===== src/rtl/lsu_controller.sv =====
// Load/store sequencer: aligns core accesses onto a word-addressed req/gnt/rvalid
// memory, splitting misaligned halfword/word accesses into two aligned beats.
module lsu_controller #(
  parameter bit SUPPORT_MISALIGNED = 1'b1
) (
  input  logic        clk,
  input  logic        rst,
  input  logic        req_valid,
  output logic        req_ready,
  input  logic        req_we,
  input  logic [2:0]  req_f3,
  input  logic [31:0] req_addr,
  input  logic [31:0] req_wdata,
  output logic        resp_valid,
  output logic [31:0] resp_rdata,
  output logic        resp_err,
  output logic        mem_req,
  input  logic        mem_gnt,
  output logic [31:0] mem_addr,
  output logic        mem_we,
  output logic [3:0]  mem_be,
  output logic [31:0] mem_wdata,
  input  logic        mem_rvalid,
  input  logic [31:0] mem_rdata
);

  typedef enum logic [2:0] {IDLE, REQ0, WAIT0, REQ1, WAIT1, RESP} state_t;

  state_t      state, state_next;
  logic        we_r, err_r;
  logic [2:0]  f3_r;
  logic [31:0] addr_r, wdata_r, rdata0_r, rdata1_r;

  logic        req_bad, second_beat;
  logic [7:0]  m8;
  logic [63:0] wlanes;
  logic [31:0] merged, beat0_addr, beat1_addr;

  function automatic logic [3:0] width_mask(input logic [1:0] sz);
    case (sz)
      2'b00:   width_mask = 4'b0001;
      2'b01:   width_mask = 4'b0011;
      default: width_mask = 4'b1111;
    endcase
  endfunction

  function automatic logic illegal_f3(input logic we, input logic [2:0] f3);
    illegal_f3 = (f3 == 3'b011) || (f3 == 3'b110) || (f3 == 3'b111) || (we && f3[2]);
  endfunction

  function automatic logic misaligned(input logic [1:0] sz, input logic [1:0] off);
    misaligned = ((sz == 2'b01) && (off == 2'd3)) || ((sz == 2'b10) && (off != 2'd0));
  endfunction

  // Keep only the accessed bytes, then sign- or zero-extend on f3[2].
  function automatic logic [31:0] format_load(input logic [2:0] f3, input logic [31:0] val);
    logic signed [31:0] res;
    case (f3[1:0])
      2'b00:   res = f3[2] ? {24'b0, val[7:0]}  : {{24{val[7]}}, val[7:0]};
      2'b01:   res = f3[2] ? {16'b0, val[15:0]} : {{16{val[15]}}, val[15:0]};
      default: res = val;
    endcase
    format_load = res;
  endfunction

  assign req_bad     = illegal_f3(req_we, req_f3) ||
                       (!SUPPORT_MISALIGNED && misaligned(req_f3[1:0], req_addr[1:0]));
  assign m8          = 8'(width_mask(f3_r[1:0])) << addr_r[1:0];
  assign second_beat = |m8[7:4];
  assign wlanes      = {32'b0, wdata_r} << {addr_r[1:0], 3'b000};
  assign merged      = 32'({rdata1_r, rdata0_r} >> {addr_r[1:0], 3'b000});
  assign beat0_addr  = {addr_r[31:2], 2'b00};
  assign beat1_addr  = beat0_addr + 32'd4;

  always_ff @(posedge clk) begin
    if (rst) state <= IDLE;
    else     state <= state_next;
  end

  always_comb begin
    state_next = state;
    case (state)
      IDLE:    if (req_valid) state_next = req_bad ? RESP : REQ0;
      REQ0:    if (mem_gnt) state_next = WAIT0;
      WAIT0:   if (mem_rvalid) state_next = second_beat ? REQ1 : RESP;
      REQ1:    if (mem_gnt) state_next = WAIT1;
      WAIT1:   if (mem_rvalid) state_next = RESP;
      RESP:    state_next = IDLE;
      default: state_next = IDLE;
    endcase
  end

  // Request fields and beat data carry no reset; they are only consumed after acceptance.
  always_ff @(posedge clk) begin
    if (state == IDLE && req_valid) begin
      we_r    <= req_we;
      f3_r    <= req_f3;
      addr_r  <= req_addr;
      wdata_r <= req_wdata;
      err_r   <= req_bad;
    end
    if (state == WAIT0 && mem_rvalid) rdata0_r <= mem_rdata;
    if (state == WAIT1 && mem_rvalid) rdata1_r <= mem_rdata;
  end

  always_comb begin
    req_ready  = 1'b0;
    resp_valid = 1'b0;
    resp_err   = 1'b0;
    resp_rdata = 32'b0;
    mem_req    = 1'b0;
    mem_we     = 1'b0;
    mem_addr   = 32'b0;
    mem_be     = 4'b0;
    mem_wdata  = 32'b0;
    case (state)
      IDLE: req_ready = 1'b1;
      REQ0: begin
        mem_req   = 1'b1;
        mem_we    = we_r;
        mem_addr  = beat0_addr;
        mem_be    = m8[3:0];
        mem_wdata = wlanes[31:0];
      end
      REQ1: begin
        mem_req   = 1'b1;
        mem_we    = we_r;
        mem_addr  = beat1_addr;
        mem_be    = m8[7:4];
        mem_wdata = wlanes[63:32];
      end
      RESP: begin
        resp_valid = 1'b1;
        resp_err   = err_r;
        resp_rdata = (err_r || we_r) ? 32'b0 : format_load(f3_r, merged);
      end
      default: ;
    endcase
  end

endmodule


===== config.mk =====
export PLATFORM = sky130hd
export DESIGN_NAME = lsu_controller
export DESIGN_NICKNAME = d
export VERILOG_FILES = /design/src/rtl/lsu_controller.sv
export SDC_FILE = /design/constraint.sdc
export NUM_CORES = 1
export LEC_CHECK = 0
export ABC_AREA = 1
export CORE_MARGIN = 4
export CORE_UTILIZATION = 49
export DETAILED_ROUTE_END_ITERATION = 12
export PLACE_DENSITY = 0.92
export SLEW_MARGIN = 15
export SYNTH_ARGS = -nofsm -noshare
export SYNTH_HDL_FRONTEND = slang
export SYNTH_SLANG_ARGS = --single-unit

===== constraint.sdc =====
create_clock -name clk -period 11.55 [get_ports clk]
set_input_delay 1.7325 -clock clk [delete_from_list [all_inputs] [get_ports clk]]
set_output_delay 1.7325 -clock clk [all_outputs]
set_load 0.05 [all_outputs]

==> flow_summary.ini, run 1 <==
[status]
status = complete, no violations

[placement]
gp_congestion = 0.896
dp_slack_ns = 6.26
io_buffers = 207
placed_cell_area_um2 = 9530
dp.cells = 1279
dp_hpwl_um = 15500

[layout]
postLayoutCoreUtil_pct = 68.4
fin_cells = 1312
synthToLayoutAreaGrowth_pct = 34.9
final_nets = 1220
post_route_cells_drive_above_1_share_pct = 5.24
stdcell_area_um2 = 10100

[clock_tree]
cts_made_buffers = 17
clockRootBuffer = clkbuf_16
insertion_delay_ns = 0.42
clkSinkCount = 128
cts_setup_buffers = 0
clockBufferDepth = 2
cts_resized = 0
cts.clk_slew.worst_paths_ns = 0.06
h-tree-depth = 4
cts_hold_buf = 0
cts_tree = built

[synth]
synth_top_family_by_area = simple AND/OR/NAND/NOR gates
ys_types = 42
synth_edf_count = 125
syn_inst = 931
synth_compound_area_share_pct = 11.8
synthArstFlopShare_pct = 0
synth-adder-area-share_pct = 0.168
yosysMostFrequentCell = nand2_1
synth_xor_area_share_pct = 0.235
syn_area_um2 = 7460
yosysWarnings = 0
netlist.area_leader.share_pct = 50.3
post-synth-top-area-cell = edfxtp_1
ys.flop_type = edfxtp_1
synth_seq_cells = 128
muxShareOfSynthArea_pct = 0
ys_seq_area_share_pct = 51.1
yosys-top-cells-area = edfxtp_1 50%, nand2_1 17%, nand3_1 4.8%
ys_top_cells_by_count = 332 x nand2_1, 125 x edfxtp_1, 79 x nor2_1
yosys.area_share.simple_pct = 28.6
syn_area_per_cell_um2 = 8.01

[power]
peakVddDrop_mv = 0.165
p_comb_share_pct = 48.1
finalPower_mw = 2.32
clkPwrFrac_pct = 20.4
swShare_pct = 46.2
p_per_area_nw_per_um2 = 231
p_leak_nw = 4.04
internal-power_mw = 1.25
seqPwrFrac_pct = 31.5
p_sw_mw = 1.07

[setup_path]
start_kind = flop
crit_slowest_cell = inv_2
endpoint_kind = output pin
r2r_start = state[1]$_SDFFE_PP0P_
crit_arrival_ns = 4.11
reg2reg_depth = 2
worstPathCellList = buf_4, inv_2, nand2_1, nand3_1, nand3_2, nand3_1, nand2_1, inv_1, clkdlybuf4s50_1
slowest_delay_ns = 0.91
worstPathRequired_ns = 9.82
r2r_end = rdata0_r[5]$_DFFE_PP_
critPathMaxFanout = 99
path_class = reg -> out
rrSetupSlack_ns = 9.40

[route]
vias = 7317
drtIter0Drc = 734
wire_per_inst_um = 16.9
wl_um = 22200
vias_per_cell = 5.58
drtAntennaViolNets = 0
route.detailed.drc = 0
firstDrtPassIters = 6

[worst_hold_path]
holdPathEnd = state[2]$_SDFFE_PP0P_
min_path_type = reg -> reg
min_from = state[2]$_SDFFE_PP0P_
hold_depth = 2

[grt]
antenna_found_initial = 2
grt.total_usage_pct = 25.1
grt_pass1_vias = 6913
grt_remaining_overflow = 0
grt_pass1_wl_um = 35000
grt_max_degree = 100

[run]
drv_cap = 0

[timing]
fin_crit_sh_pct = 50.6
setup_slack_ns = 5.71
finalSetupViolCount = 0
hold_viol = 0
skew_ns = 0.00654
hold_ws_ns = 0.617
relSlewSlack_pct = 28.7
worst_slew_pin_slew_ns = 1.07
rsz0062_at_grt = false
period_needed_ns = 5.84
drv_slew = 0
max_freq_mhz = 171
timing.setup.tns_ns = 0

[die]
initial_utilization_pct = 50.7
rows = 44
die_area_um2 = 17300
die_w_um = 131
io_pins = 210
die_y_um = 131
fp.coreArea_um2 = 14700
[kinds of logic (layout without fill, tap and decap cells)]
logic type | Yosys count | after routing
DFF | 128 | 128
xor gates and xnor gates | 2 | 2
buffers and inverters | 133 | 328
AOI/OAI and AO/OA | 154 | 154
and+or+nand+nor | 512 | 512
adders and majority gates | 1 | 1
other | 1 | 3
[flip-flops by register name, summed over array words and instances, names as in the netlist]
register,cells
err_r,1
f3_r,3
state,3
wdata_r,32
we_r,1
rdata0_r,32
addr_r,32
rdata1_r,24
[area by class of cell]
cell class / instances / area (µm²)
diodes: 1 / 2.50
clock buffers: 19 / 433
clock inverters: 13 / 91.3
fillers: 1122 / 4640
inverters: 85 / 319
multi-input cells: 671 / 3070
flip-flops and latches: 128 / 3810
well taps: 184 / 230
repair buffers: 211 / 2100
[power groups by stage]
stage | clock [mW] | sequential (mW) | combinational, mW
after floorplan | 0 | 0.726 | 0.799
after global placement | 0 | 0.731 | 1.09
after detailed placement | 0 | 0.735 | 1.11
after CTS | 0.478 | 0.729 | 1.11
after global routing | 0.502 | 0.744 | 1.20
final | 0.475 | 0.731 | 1.12
[placed cells by master, fill, tap and decap left out, types with 3 or more instances in the layout]
master | synthesis | final
nand2_2 | 3 | 3
a22oi_1 | 6 | 6
nand2_1 | 332 | 332
o211ai_1 | 14 | 14
buf_4 | 9 | 4
clkinv_2 | 0 | 3
nand3_1 | 71 | 71
a31oi_1 | 6 | 6
nor2_2 | 3 | 4
o21ai_0 | 66 | 66
inv_1 | 78 | 78
nor2_4 | 5 | 6
a22o_1 | 7 | 7
dfxtp_1 | 3 | 3
edfxtp_1 | 125 | 125
clkbuf_16 | 0 | 17
o22ai_1 | 8 | 8
a21oi_1 | 35 | 35
clkdlybuf4s50_1 | 0 | 207
o21ai_1 | 6 | 6
nand4_1 | 5 | 5
inv_2 | 7 | 7
clkinvlp_4 | 0 | 5
nor3_1 | 5 | 5
nor2_1 | 79 | 77
[how the worst max path moves through the flow]
stage | startpoint | endpoint | slack (ns) | depth (start not counted)
after floorplan | req_valid | addr_r[0]$_DFFE_PP_ | 2.61 | 2
after global placement | addr_r[0]$_DFFE_PP_ | resp_rdata[16] | 6.42 | 9
after detailed placement | addr_r[0]$_DFFE_PP_ | resp_rdata[18] | 6.26 | 9
after CTS | addr_r[0]$_DFFE_PP_ | resp_rdata[18] | 5.77 | 9
after global routing | addr_r[0]$_DFFE_PP_ | resp_rdata[22] | 5.45 | 9
final | addr_r[0]$_DFFE_PP_ | resp_rdata[18] | 5.71 | 9
[critical path, delay by kind of cell, from the launching register on]
kind | cells | cell delay, ns
buffers and inverters | 4 | 2.18
and+or+nand+nor | 5 | 1.09
DFF | 1 | 0.38
[layer usage]
metal | track usage [%] | vias up | wire length, µm
met5 | 0 | - | 19
met4 | 9.63 | 2 | 592
met3 | 8.22 | 43 | 1950
met2 | 42.6 | 377 | 10700
met1 | 29.9 | 3407 | 8870
li1 | - | 3488 | -
(Power assumes the default switching activity.)
==> run 2: changes to the inputs <==
--- a/config.mk
+++ b/config.mk
@@ -7,9 +7,9 @@
 export LEC_CHECK = 0
 export ABC_AREA = 1
 export CORE_MARGIN = 4
-export CORE_UTILIZATION = 49
+export CORE_UTILIZATION = 44
 export DETAILED_ROUTE_END_ITERATION = 12
-export PLACE_DENSITY = 0.92
+export PLACE_DENSITY = 0.87
 export SLEW_MARGIN = 15
 export SYNTH_ARGS = -nofsm -noshare
 export SYNTH_HDL_FRONTEND = slang
==> constraint.sdc (replaced) <==
create_clock -name clk -period 4.95 [get_ports clk]
set_input_delay 0.7425 -clock clk [delete_from_list [all_inputs] [get_ports clk]]
set_output_delay 0.7425 -clock clk [all_outputs]
set_load 0.05 [all_outputs]
==> flow_summary.ini, run 2 (synthesis results as in run 1) <==
[layout]
regArea_um2 = 3810
nFillCells = 1434
synthToLayoutAreaGrowth_pct = 36.6
post_route_cells_drive_above_1_share_pct = 5.75
layout_commonest_cell = nand2_1
layout_common_cells = 332 x nand2_1, 207 x clkdlybuf4s50_1, 125 x edfxtp_1
top_regs = addr_r: 32 flops, rdata0_r: 32 flops, wdata_r: 32 flops
fin_cells = 1351
postLayoutCoreUtil_pct = 61.4
final_nets = 1223
multi_input_area_um2 = 3080

[placement]
io_buffers = 207
dp_hpwl_um = 15900
gp_congestion = 0.921
dp.cells = 1318
dp_slack_ns = 1.17

[die]
rows = 47
initial_utilization_pct = 45.0
die_y_um = 138
die_w_um = 138
fp.coreArea_um2 = 16600
die_area_um2 = 19100
io_pins = 210

[run]
drv_cap = 0

[grt]
grt.total_usage_pct = 22.6
grt_remaining_overflow = 0
grt_pass1_wl_um = 34800
grt_pass1_vias = 6946
antenna_found_initial = 1
grt_max_degree = 99

[timing]
relSlewSlack_pct = 34.1
worst_slew_pin_slew_ns = 0.987
fin_crit_sh_pct = 86.5
hold_ws_ns = 0.630
max_freq_mhz = 234
hold_viol = 0
finalSetupViolCount = 0
skew_ns = 0.00806
period_needed_ns = 4.28
rsz0062_at_grt = false
timing.setup.tns_ns = 0
setup_slack_ns = 0.668
drv_slew = 0

[setup_path]
endpoint_kind = output pin
critPathMaxFanout = 15
worstPathRequired_ns = 4.21
crit_arrival_ns = 3.54
worstSetupStartpoint = state[1]$_SDFFE_PP0P_
path_class = reg -> out
rrSetupSlack_ns = 2.72
cpMostUsedCell = inv_1
crit_slowest_cell = clkdlybuf4s50_1
worstPathCellList = inv_1, nor2_4, nand2_1, inv_1, a22o_1, clkdlybuf4s50_1
r2r_start = state[1]$_SDFFE_PP0P_
start_kind = flop
slowest_delay_ns = 0.81

[worst_hold_path]
min_path_type = reg -> reg
min_from = state[2]$_SDFFE_PP0P_

[route]
vias_per_cell = 5.41
drtIter0Drc = 664
wire_per_inst_um = 16.5
vias = 7305
firstDrtPassIters = 5
drtAntennaViolNets = 0
route.detailed.drc = 0
wl_um = 22300

[clock_tree]
cts.clk_slew.worst_paths_ns = 0.06
cts_setup_buffers = 0
cts_made_buffers = 17
clkSinkCount = 128
cts_resized = 0
insertion_delay_ns = 0.43
clockRootBuffer = clkbuf_16
clockBufferDepth = 2
h-tree-depth = 4
cts_tree = built
cts_hold_buf = 0

[power]
peakVddDrop_mv = 0.403
p_per_area_nw_per_um2 = 544
p_leak_nw = 4.08

[status]
status = complete, no violations
-- run 2: changes by cell type in the layout (fill, tap and decap cells not counted) --
cell        before  now
buf_4            4    7
clkbuf_1         2    0
clkinv_1         1    0
clkinv_2         3    0
clkinv_4         2    1
clkinv_8         0    1
clkinvlp_4       5    4
inv_6            2    4
inv_8            0    5
nor4_2           1    0
nor4_4           0    1
-- run 2: critical path: cells and delay by family (launching register included) --
kind                   cells  cell delay, ns
buffers and inverters      3            1.40
and+or+nand+nor            2            0.75
DFF                        1            0.73
AOI/OAI and AO/OA          1            0.23
-- run 2: final cells by class --
cell class                      instances  area share, %
Multi-Input combinational cell        671           30.2
Timing Repair Buffer                  214           20.9
Inverter                               85           3.13
Tap cell                              220           2.70
Clock buffer                           17           4.18
Clock inverter                         15           1.44
Sequential cell                       128           37.4
Antenna cell                            1         0.0246
-- run 2: per-stage QoR --
stage / power (mW) / area (µm²)
floorplan: 3.53 / 7480
global placement: 4.28 / 9610
finish: 5.54 / 10200
detailed placement: 4.32 / 9610
CTS: 5.54 / 10200
global route: 5.83 / 10200
-- run 2: final timing paths --
kind / end / cells after the start
hold reg to reg: state[2]$_SDFFE_PP0P_ / 2
setup / recovery: mem_wdata[15] / 6
setup reg to reg: rdata0_r[25]$_DFFE_PP_ / 2
hold / removal: state[2]$_SDFFE_PP0P_ / 2
-- run 2: metal layers --
layer	up-vias	global-route usage (%)	part of all wire [%]	wire length (µm)
met5	-	0	0	0
met1	3412	28.3	41	9160
li1	3486	-	-	-
met4	0	9.93	3.2	712
met3	49	6.66	8.4	1880
met2	358	36.6	47	10500
-- run 2: report_power, final --
group | internal, mW | switching (mW) | total, mW
logic | 0.783 | 1.84 | 2.62
registers | 1.50 | 0.201 | 1.71
clock network | 0.666 | 0.546 | 1.21
==> run 3: changes to the inputs <==
--- a/config.mk
+++ b/config.mk
@@ -6,7 +6,6 @@
 export NUM_CORES = 1
 export LEC_CHECK = 0
 export ABC_AREA = 1
-export CORE_MARGIN = 4
 export CORE_UTILIZATION = 44
 export DETAILED_ROUTE_END_ITERATION = 12
 export PLACE_DENSITY = 0.87
==> flow_summary.ini, run 3 (synthesis results as in run 1) <==
[layout]
layout_commonest_cell = nand2_1
layout_common_cells = 332 x nand2_1, 174 x clkdlybuf4s50_1, 125 x edfxtp_1
postLayoutCoreUtil_pct = 61.5
stdcell_area_um2 = 10200
post_route_cells_drive_above_1_share_pct = 8.59
final_nets = 1222
top_regs = addr_r: 32 flops, rdata0_r: 32 flops, wdata_r: 32 flops
fin_cells = 1350
synthToLayoutAreaGrowth_pct = 36.7

[power]
seqPwrFrac_pct = 30.4
clkPwrFrac_pct = 22.1
p_comb_share_pct = 47.5
finalPower_mw = 5.60
peakVddDrop_mv = 0.357
p_per_area_nw_per_um2 = 550
internal-power_mw = 3.03
p_sw_mw = 2.57
swShare_pct = 45.9
p_leak_nw = 4.18

[worst_hold_path]
holdPathEnd = state[2]$_SDFFE_PP0P_
hold_depth = 2
min_path_type = reg -> reg
min_from = state[2]$_SDFFE_PP0P_

[setup_path]
reg2reg_depth = 4
path_class = reg -> out
worstPathRequired_ns = 4.21
crit_slowest_cell = clkdlybuf4s50_1
start_kind = flop
crit_arrival_ns = 3.54
slowest_delay_ns = 0.81
r2r_start = state[1]$_SDFFE_PP0P_
worstPathCellList = inv_1, nor2_4, nand2_1, inv_1, a22o_1, clkdlybuf4s50_1
endpoint_kind = output pin
rrSetupSlack_ns = 2.61
critPathMaxFanout = 15
cpMostUsedCell = inv_1
r2r_end = rdata1_r[21]$_DFFE_PP_

[timing]
worst_slew_pin_slew_ns = 1.15
setup_slack_ns = 0.669
max_freq_mhz = 234
finalSetupViolCount = 0
fin_crit_sh_pct = 86.5
rsz0062_at_grt = false
skew_ns = 0.0113
period_needed_ns = 4.28
timing.setup.tns_ns = 0
hold_ws_ns = 0.651
drv_slew = 0
hold_viol = 0
relSlewSlack_pct = 23.3

[clock_tree]
clockRootBuffer = clkbuf_16
clkSinkCount = 128
cts_made_buffers = 17
cts_hold_buf = 0
clockBufferDepth = 2
cts_setup_buffers = 0
cts_resized = 0
h-tree-depth = 4
insertion_delay_ns = 0.43
cts_tree = built
cts.clk_slew.worst_paths_ns = 0.07

[die]
fp.coreArea_um2 = 16600
initial_utilization_pct = 45.0
die_w_um = 132
io_pins = 210
die_area_um2 = 17500
die_y_um = 132
rows = 47

[placement]
gp_congestion = 0.880
dp_hpwl_um = 15200
io_buffers = 207
placed_cell_area_um2 = 9620
dp.cells = 1317
dp_slack_ns = 1.15

[route]
vias_per_cell = 5.42
wl_um = 22100
wire_per_inst_um = 16.4
vias = 7317
firstDrtPassIters = 6
route.detailed.drc = 0
drtIter0Drc = 668
drtAntennaViolNets = 0

[grt]
grt_pass1_wl_um = 34600
antenna_found_initial = 1
grt.total_usage_pct = 25.4
grt_max_degree = 99
grt_pass1_vias = 6841
grt_remaining_overflow = 0

[run]
drv_cap = 0

[status]
status = complete, no violations
## run 3: changes by cell type in the layout (fill, tap and decap cells not counted), sizes merged
cell	previous run	this run
clkdlybuf4s50	207	174
buf	7	39
clkinvlp	4	2
bufinv	0	1
inv	94	95
## run 3: per-layer routing
metal	up-vias	global-route usage [%]	routed length, µm
met5	-	0	13
met4	2	12.5	708
met3	65	7.07	1950
met2	397	41.1	10500
met1	3368	31.2	8940
li1	3485	-	-
## run 3: worst max-delay path: cells and delay by family, from the launching register on
| family | cells | cell delay (ns) |
|---|---|---|
| buf+inv | 3 | 1.39 |
| flops | 1 | 0.74 |
| compound gates | 1 | 0.22 |
| simple gates | 2 | 0.75 |
## run 3: final cells by class
| class | count | area, µm² |
|---|---|---|
| Fill cell | 1386 | 6390 |
| Clock inverter | 15 | 148 |
| Sequential cell | 128 | 3810 |
| Timing Repair Buffer | 213 | 2130 |
| Tap cell | 220 | 275 |
| Clock buffer | 17 | 425 |
| Antenna cell | 1 | 2.50 |
| Inverter | 85 | 319 |
| Multi-Input combinational cell | 671 | 3080 |
## run 3: worst max-delay path by stage
stage	to	from	slack, ns
6_report	mem_wdata[9]	state[1]$_SDFFE_PP0P_	0.67
5_1_grt	mem_wdata[13]	state[1]$_SDFFE_PP0P_	0.49
3_3_place_gp	mem_wdata[9]	state[1]$_SDFFE_PP0P_	1.24
2_1_floorplan	addr_r[0]$_DFFE_PP_	req_valid	1.52
3_5_place_dp	mem_wdata[9]	state[1]$_SDFFE_PP0P_	1.15
4_1_cts	mem_wdata[9]	state[1]$_SDFFE_PP0P_	0.68
## run 3: power groups by stage
stage,sequential (mW),combinational (mW),clock (mW)
6_report,1.70,2.66,1.24
2_1_floorplan,1.66,1.87,0
4_1_cts,1.70,2.65,1.24
5_1_grt,1.74,2.86,1.29
3_3_place_gp,1.71,2.60,0
3_5_place_dp,1.72,2.64,0
